`src/rtl/trig_pkg.sv`:
```
// rtl/trig_pkg.sv - capture controller state encoding and trigger source bit positions
package trig_pkg;

  typedef enum logic [2:0] {IDLE, FILL, ARMED, POST, DONE} state_t;

  localparam int TRIG_UART = 0;
  localparam int TRIG_SPI  = 1;
  localparam int TRIG_CH   = 2;

endpackage

```
`src/rtl/trig_sel.sv`:
```
// rtl/trig_sel.sv - trigger source masking and pending-trigger latch
module trig_sel
  import trig_pkg::*;
(
  input  logic       clk,
  input  logic       rst_n,
  input  logic [2:0] trig_src,
  input  logic       UARTtrig,
  input  logic       SPItrig,
  input  logic       CHtrig,
  input  logic       force_trig,
  input  logic       armed,
  input  logic       consume,
  output logic       pending,
  output logic       trig_hit
);

  logic [2:0] pulses;
  logic       qual;

  always_comb begin
    pulses            = '0;
    pulses[TRIG_UART] = UARTtrig;
    pulses[TRIG_SPI]  = SPItrig;
    pulses[TRIG_CH]   = CHtrig;
  end

  assign qual     = armed & ((|(trig_src & pulses)) | force_trig);
  // A pulse coinciding with a sample strobe must count for that very sample.
  assign trig_hit = pending | qual;

  always_ff @(posedge clk or negedge rst_n) begin
    if (!rst_n) begin
      pending <= 1'b0;
    end else if (!armed || consume) begin
      pending <= 1'b0;
    end else if (qual) begin
      pending <= 1'b1;
    end
  end

endmodule

```
`src/rtl/trig_capture_ctrl.sv`:
```
// rtl/trig_capture_ctrl.sv - circular sample buffer capture FSM with pre/post trigger counting
module trig_capture_ctrl
  import trig_pkg::*;
#(
  parameter int ADDR_W = 9
) (
  input  logic              clk,
  input  logic              rst_n,
  input  logic              run,
  input  logic              wrt_smpl,
  input  logic [2:0]        trig_src,
  input  logic              UARTtrig,
  input  logic              SPItrig,
  input  logic              CHtrig,
  input  logic              force_trig,
  input  logic [ADDR_W-1:0] trig_pos,
  input  logic              capture_clr,
  output logic              we,
  output logic [ADDR_W-1:0] waddr,
  output logic [ADDR_W-1:0] trig_addr,
  output logic              armed,
  output logic              triggered,
  output logic              capture_done
);

  localparam int CNT_W = ADDR_W + 1;
  localparam logic [CNT_W-1:0] DEPTH = {1'b1, {ADDR_W{1'b0}}};

  state_t            state, state_nxt;
  logic [CNT_W-1:0]  pre_cnt;
  logic [ADDR_W-1:0] post_cnt;
  logic [ADDR_W-1:0] pos_eff;
  logic [ADDR_W-1:0] pos_in;
  logic              pending, trig_hit, consume;
  logic              fill_done, post_done, start;

  assign pos_in    = (trig_pos == '0) ? ADDR_W'(1) : trig_pos;
  assign start     = (state == IDLE) && run;
  assign we        = wrt_smpl && ((state == FILL) || (state == ARMED) || (state == POST));
  assign consume   = we && (state == ARMED) && trig_hit;
  // Pre-trigger region leaves exactly pos_eff slots for the post-trigger samples.
  assign fill_done = we && (state == FILL) && ((pre_cnt + CNT_W'(1)) == (DEPTH - CNT_W'(pos_eff)));
  assign post_done = we && (state == POST) && ((post_cnt + ADDR_W'(1)) == pos_eff);

  assign armed        = (state == ARMED);
  assign capture_done = (state == DONE);
  assign triggered    = pending || (state == POST) || (state == DONE);

  trig_sel u_trig_sel (
    .clk        (clk),
    .rst_n      (rst_n),
    .trig_src   (trig_src),
    .UARTtrig   (UARTtrig),
    .SPItrig    (SPItrig),
    .CHtrig     (CHtrig),
    .force_trig (force_trig),
    .armed      (armed),
    .consume    (consume),
    .pending    (pending),
    .trig_hit   (trig_hit)
  );

  always_comb begin
    state_nxt = state;
    case (state)
      IDLE:    if (run) state_nxt = FILL;
      FILL:    if (!run) state_nxt = IDLE;
               else if (fill_done) state_nxt = ARMED;
      ARMED:   if (!run) state_nxt = IDLE;
               else if (consume) state_nxt = (pos_eff == ADDR_W'(1)) ? DONE : POST;
      POST:    if (!run) state_nxt = IDLE;
               else if (post_done) state_nxt = DONE;
      DONE:    if (capture_clr) state_nxt = IDLE;
      default: state_nxt = IDLE;
    endcase
  end

  always_ff @(posedge clk or negedge rst_n) begin
    if (!rst_n) begin
      state     <= IDLE;
      waddr     <= '0;
      trig_addr <= '0;
      pre_cnt   <= '0;
      post_cnt  <= '0;
      pos_eff   <= '0;
    end else begin
      state <= state_nxt;
      if (start) begin
        waddr    <= '0;
        pre_cnt  <= '0;
        post_cnt <= '0;
        pos_eff  <= pos_in;
      end else if (we) begin
        waddr <= waddr + ADDR_W'(1);
        if (state == FILL) pre_cnt <= pre_cnt + CNT_W'(1);
        if (consume) begin
          trig_addr <= waddr;
          post_cnt  <= ADDR_W'(1);
        end else if (state == POST) begin
          post_cnt <= post_cnt + ADDR_W'(1);
        end
      end
    end
  end

endmodule
```
`config.mk`:
```
export PLATFORM = sky130hd
export DESIGN_NAME = trig_capture_ctrl
export DESIGN_NICKNAME = d
export VERILOG_FILES = /design/src/rtl/trig_pkg.sv /design/src/rtl/trig_sel.sv /design/src/rtl/trig_capture_ctrl.sv
export SDC_FILE = /design/constraint.sdc
export NUM_CORES = 1
export LEC_CHECK = 0
export CAP_MARGIN = 20
export CORE_ASPECT_RATIO = 1.25
export CORE_MARGIN = 5
export CORE_UTILIZATION = 55
export CTS_CLUSTER_SIZE = 16
export DETAILED_ROUTE_END_ITERATION = 16
export PLACE_DENSITY = 0.92
export SLEW_MARGIN = 0
export SYNTH_ARGS = -nofsm -noshare
export SYNTH_HDL_FRONTEND = slang
export SYNTH_SLANG_ARGS = --single-unit
```
`constraint.sdc`:
```
create_clock -name clk -period 2.7 [get_ports clk]
set_clock_uncertainty 0.05 [all_clocks]
set_input_delay 0.675 -clock clk [delete_from_list [all_inputs] [get_ports clk]]
set_output_delay 0.675 -clock clk [all_outputs]
set_load 0.05 [all_outputs]
```
After elaboration in Yosys (flattened, before gate mapping)
Cells that the tools add are included.
{"block": "classes", "addsub": 4, "mul": 0, "div": 0, "magnitude_cmp": 0, "n_eq_ne": 12, "shifts": 0, "mux": 22, "bitwise": 5, "n_reduce_logical": 25}
{"op": "9-bit 2-to-1 mux", "count": 7}
{"op": "10-bit 2-to-1 mux", "count": 3}
{"op": "3-bit 2-to-1 mux", "count": 9}
{"op": "9-bit by 1-bit adder with 9-bit output, second input constant", "count": 2}
{"op": "3-bit one-hot mux with 5 select lines", "count": 1}
{"op": "10-bit by 1-bit adder with 10-bit output, second input constant", "count": 1}
{"op": "10-bit equality test", "count": 1}
{"op": "10-bit by 9-bit subtractor with 10-bit output, first input constant", "count": 1}
{"op": "9-bit by 1-bit equality test with 1-bit output, second input constant", "count": 1}
{"op": "9-bit equality test", "count": 1}
{"op": "9-bit logical NOT", "count": 1}
{"op": "3-bit != test, second input constant", "count": 3}
{"op": "1-bit logical AND", "count": 8}
{"op": "3-bit by 2-bit equality test with 1-bit output, second input constant", "count": 2}
{"op": "2-bit nonzero test", "count": 3}
{"op": "1-bit logical OR", "count": 5}
{"op": "5-bit AND reduction", "count": 1}
{"op": "2-bit != test, second input constant", "count": 2}
{"op": "2-bit AND reduction", "count": 2}
{"op": "3-bit bitwise AND", "count": 1}
{"op": "3-bit by 1-bit equality test with 1-bit output, second input constant", "count": 1}
{"op": "3-bit equality test, second input constant", "count": 1}
{"op": "3-bit logical NOT", "count": 1}
{"op": "3-bit AND reduction", "count": 1}
{"op": "7 further kinds", "count": 9}
{"block": "word_totals", "reg_bits": 50, "latch_bits": 0, "ram_bits": 0, "mem_bits_ro": 0, "inputBits": 21, "output_inout_bits": 22, "wordCells": 75, "memories": 0}

Longest topological paths before layout
Gate-level depths: netlist of the first run.
{"block": "logic_depth", "depth_word": 9, "ltp_mapped": 9, "ltp_nobuf": 8}

Hierarchy
From an unflattened synthesis of the first run, not the netlist that was laid out.
{"block": "unflattened", "hier_cells": 314, "hier_area_um2": 3029.2}
{"module": "trig_capture_ctrl", "n_inst": 1, "cells_per_inst": 307, "area_each_um2": 2964.1, "seq_area_each_um2": 1226.2}
{"module": "trig_sel", "n_inst": 1, "cells_per_inst": 7, "area_each_um2": 65.1, "seq_area_each_um2": 25.0}

Least setup slack after synthesis of the first run
OpenSTA, ideal clock, no wires.
{"block": "synth_path", "path_kind": "input -> output", "from": "input wrt_smpl", "to": "output we", "arrival_ps": 1767, "t_required_ps": 1975, "setup_slack_ps": 208, "path_stages": 4, "n_path_buf": 1, "path_cell_list": "nor2b_1 -> o21ai_0 -> inv_1 -> clkbuf_1"}
{"block": "synth_between", "elab_chain_len": 1}
{"item": "start, declared", "line_no": "trig_capture_ctrl.sv:10", "source": "input logic wrt_smpl,"}
{"item": "1-bit logical AND", "line_no": "trig_capture_ctrl.sv:39", "source": "assign we = wrt_smpl && ((state == FILL) || (state == ARMED) || (state == POST));"}
{"item": "end, declared", "line_no": "trig_capture_ctrl.sv:18", "source": "output logic we,"}
Every way passes these cells.

Worst setup path after layout of the first run
Same ends and word-level chain as after synthesis.

==> key figures, run 1 <==
Clock network
  • CTS Buffer Depth: 2
  • Clk_lat worst skew: around 0.32 ns
  • CTS tree: built
  • CTS clk-pin slew, worst paths: 0.11 ns
  • Clock sink total: 50
  • Clock Root Buffer: clkbuf_8
  • Post-CTS Setup Bufs: 0
  • CTS Buf Count: 5
  • CTS H-tree lvls: 2

Timing
  • Setup violators final: 0
  • Slew HR: a little under three fifths
  • Max-slew violations: 0
  • Post-layout min period: 2.61 ns
  • Slew @ Worst Pin: between 0.6 and 0.7 ns
  • Fin. Hold Viols: 0
  • Unrepaired setup endpoints after global routing: false
  • Fmax: 0.383 GHz
  • Final period utilization: 96.8%
  • Hold Slack: 0.398 ns

Critical path
  • R2r worst-path depth: 6
  • Reg-to-reg endpoint: state[1]
  • R2R Path Start: pos_eff[4]
  • Arr. time, crit path: 1.89 ns
  • Crit start category: input pin
  • R2r setup slk: 0.17 ns
  • Max FO, Critical Path: 3
  • Worst Setup End Kind: output pin
  • Crit Path Category: in2out
  • Data required time of the worst path: 1.98 ns

Routing
  • Avg WL per Cell: 17.4 microns
  • Final ANT Viol Nets: 0
  • Routed Wire Length: 8450 microns
  • Pre-Repair DR Iteration Count: 5
  • DRC viols: 0
  • 1st-iter DRT viols: 212
  • Vias/cell: 6.09
  • Vias post-DR: 2,952

Flow run
  • # Max-Cap Violations: 0

Logic synthesis
  • Post-Syn Area per Cell: approximately 8.5 sq um
  • Synth async-reset ratio: 100%
  • Synth warn: 0
  • Distinct cell type count after synthesis: 54
  • Synth Net Count: 394
  • Seq/Total Area, Yosys: 39.9%
  • Synthesized flop and latch total: 50
  • Mapped Area: 3140 sq um
  • Post-Synthesis Cells: 368
  • Synth Flop Type: dfrtp_1
  • Post-synth EDFFs: 0

Global route
  • First-pass GRT wire length: 13,800 microns
  • Initial antenna violation count: 0
  • Vias in the first global route: 2,926
  • Total GRT Usage: around a quarter
  • Congestion Overflow GR: 0
  • Largest net degree at the start of global routing: 51

Final layout
  • ANT cells: 0
  • Fin util: 70.0%
  • Layout cell share with drive strength beyond 1: 12.4%
  • Final instance area: 3840 sq um
  • Fill cells: approximately 420
  • Commonest cells after routing, fill and taps aside: 73 x nand2_1, 50 x dfrtp_1, 37 x clkdlybuf4s50_1, 34 x o21ai_0, 30 x nor2_1
  • Synth-to-layout area growth: 22.3%
  • Nets: approximately 450
  • Commonest non-fill, non-tap cell in the layout: nand2_1

Floorplanning
  • Die H: 94.4 microns
  • Die ar.: 7320 sq um
  • Core outline area: between 5000 and 6000 sq um
  • Starting Density: a little under three fifths
  • Rows: 30
  • Die W: 77.5 microns
  • Ports: 43

Placement
  • Routability Congestion: 0.928
  • # port buffers: 42
  • Area of placed instances: ~3700 sq um
  • DP Wirelength: roughly 6000 microns

Power
  • Cell-internal power: 0.00182 W
  • Leak: 1.72 nW
  • PD cells: 875 nW/um^2
  • Sequential Power Share: about 33%
  • Worst vdd ir: 0.614 mV
  • Clock Power Share: 14.8%
  • Sw Ratio: between 40% and 50%
  • Psw: between 0.0015 and 0.002 W
  • Combinational share of power: between 50% and 60%

Hold path
  • Worst min path class: in2async

Outcome
  • Outcome: completed
[metal layers]
metal,track usage [%],vias to the layer above,routed length (microns)
met5,0,-,0
met4,13.3,0,366
met3,4.87,37,477
met2,41.1,117,4290
met1,27.2,1395,3310
li1,-,1403,-
[sequential cells by signal, indices dropped and copies added, names as in the netlist]
name / cells
pos_eff: 9
post_cnt: 9
pre_cnt: 10
state: 3
trig_addr: 9
u_trig_sel.pending: 1
waddr: 9
[power by group through the flow]
stage               sequential, W  clock [W]  combinational, W
floorplan                 0.00117          0           0.00108
global placement          0.00112          0           0.00165
detailed placement        0.00112          0           0.00169
CTS                       0.00111   0.000495           0.00171
global route              0.00114   0.000537           0.00188
finish                    0.00112   0.000497           0.00174
[layout make-up]
type,instances,area (sq um),share of cell area [%]
flip-flops and latches,50,1250,32.6
clock buffers,5,68.8,1.79
inverters,11,41.3,1.08
well taps,64,80.1,2.09
multi-input cells,291,1780,46.3
clock inverters,3,28.8,0.750
repair buffers,61,591,15.4
[worst max path at each step]
stage	startpoint	end	cells past startpoint
2_1_floorplan	wrt_smpl	we	4
3_3_place_gp	wrt_smpl	state[0]	7
3_5_place_dp	wrt_smpl	state[1]	7
4_1_cts	wrt_smpl	we	5
5_1_grt	wrt_smpl	state[1]	7
6_report	wrt_smpl	we	5
[critical path: stages]
cell and delay [ns]:
clkdlybuf4s50_1 0.47, nor2b_1 0.17, o21ai_0 0.23, inv_2 0.19, buf_12 0.15
[cell usage after synthesis, drive strengths merged (4+ instances only)]
library cell	count	share of area [%]
dfrtp	50	40
a21o	4	0.96
o31ai	9	2.2
o211ai	4	0.96
nand4	4	0.80
xnor3	4	3.1
nor3	9	1.4
clkbuf	11	1.3
nor2	30	3.6
xor2	13	3.6
and3	5	1.0
a21oi	12	2.0
or3	8	1.8
nand3	14	2.2
buf	5	1.4
nand2	73	8.7
ha	5	2.0
and2	5	1.0
o21ai	34	5.4
xnor2	14	3.9
nor4	4	0.80
inv	11	1.3
[timing repair]
item	CTS	global route
endpoints found under the setup margin	0	3
hold buffers	0	0
resized for setup	0	4
[metrics by stage]
| step | total power (W) | TNS (ns) | worst slack [ns] | cells |
|---|---|---|---|---|
| floorplan | 0.00225 | 0 | 0.208 | 368 |
| global placement | 0.00277 | 0 | 0.0201 | 477 |
| detailed placement | 0.00281 | -0.227 | -0.128 | 477 |
| CTS | 0.00331 | 0 | 0.0319 | 485 |
| global route | 0.00356 | 0 | 0.0206 | 485 |
| finish | 0.00336 | 0 | 0.0874 | 485 |
[kinds of logic (layout without fill, tap and decap cells)]
logic type | Yosys count | after routing | synth area share, %
AOI/OAI and AO/OA | 84 | 84 | 17.1
adders and majority gates | 5 | 5 | 2.00
xor gates and xnor gates | 31 | 31 | 10.7
and+or+nand+nor | 169 | 169 | 25.6
DFF | 50 | 50 | 39.9
buffers and inverters | 27 | 80 | 4.03
muxes | 2 | 2 | 0.678
(Power assumes the default switching activity.)
==> inputs of run 2 (changes only) <==
--- a/config.mk
+++ b/config.mk
@@ -12,7 +12,7 @@
 export CTS_CLUSTER_SIZE = 16
 export DETAILED_ROUTE_END_ITERATION = 16
 export PLACE_DENSITY = 0.92
-export SLEW_MARGIN = 0
+export SLEW_MARGIN = 20
 export SYNTH_ARGS = -nofsm -noshare
 export SYNTH_HDL_FRONTEND = slang
 export SYNTH_SLANG_ARGS = --single-unit
==> results of run 2 <==
Same layout as run 1: the final DEF is identical, and so are final timing and power.
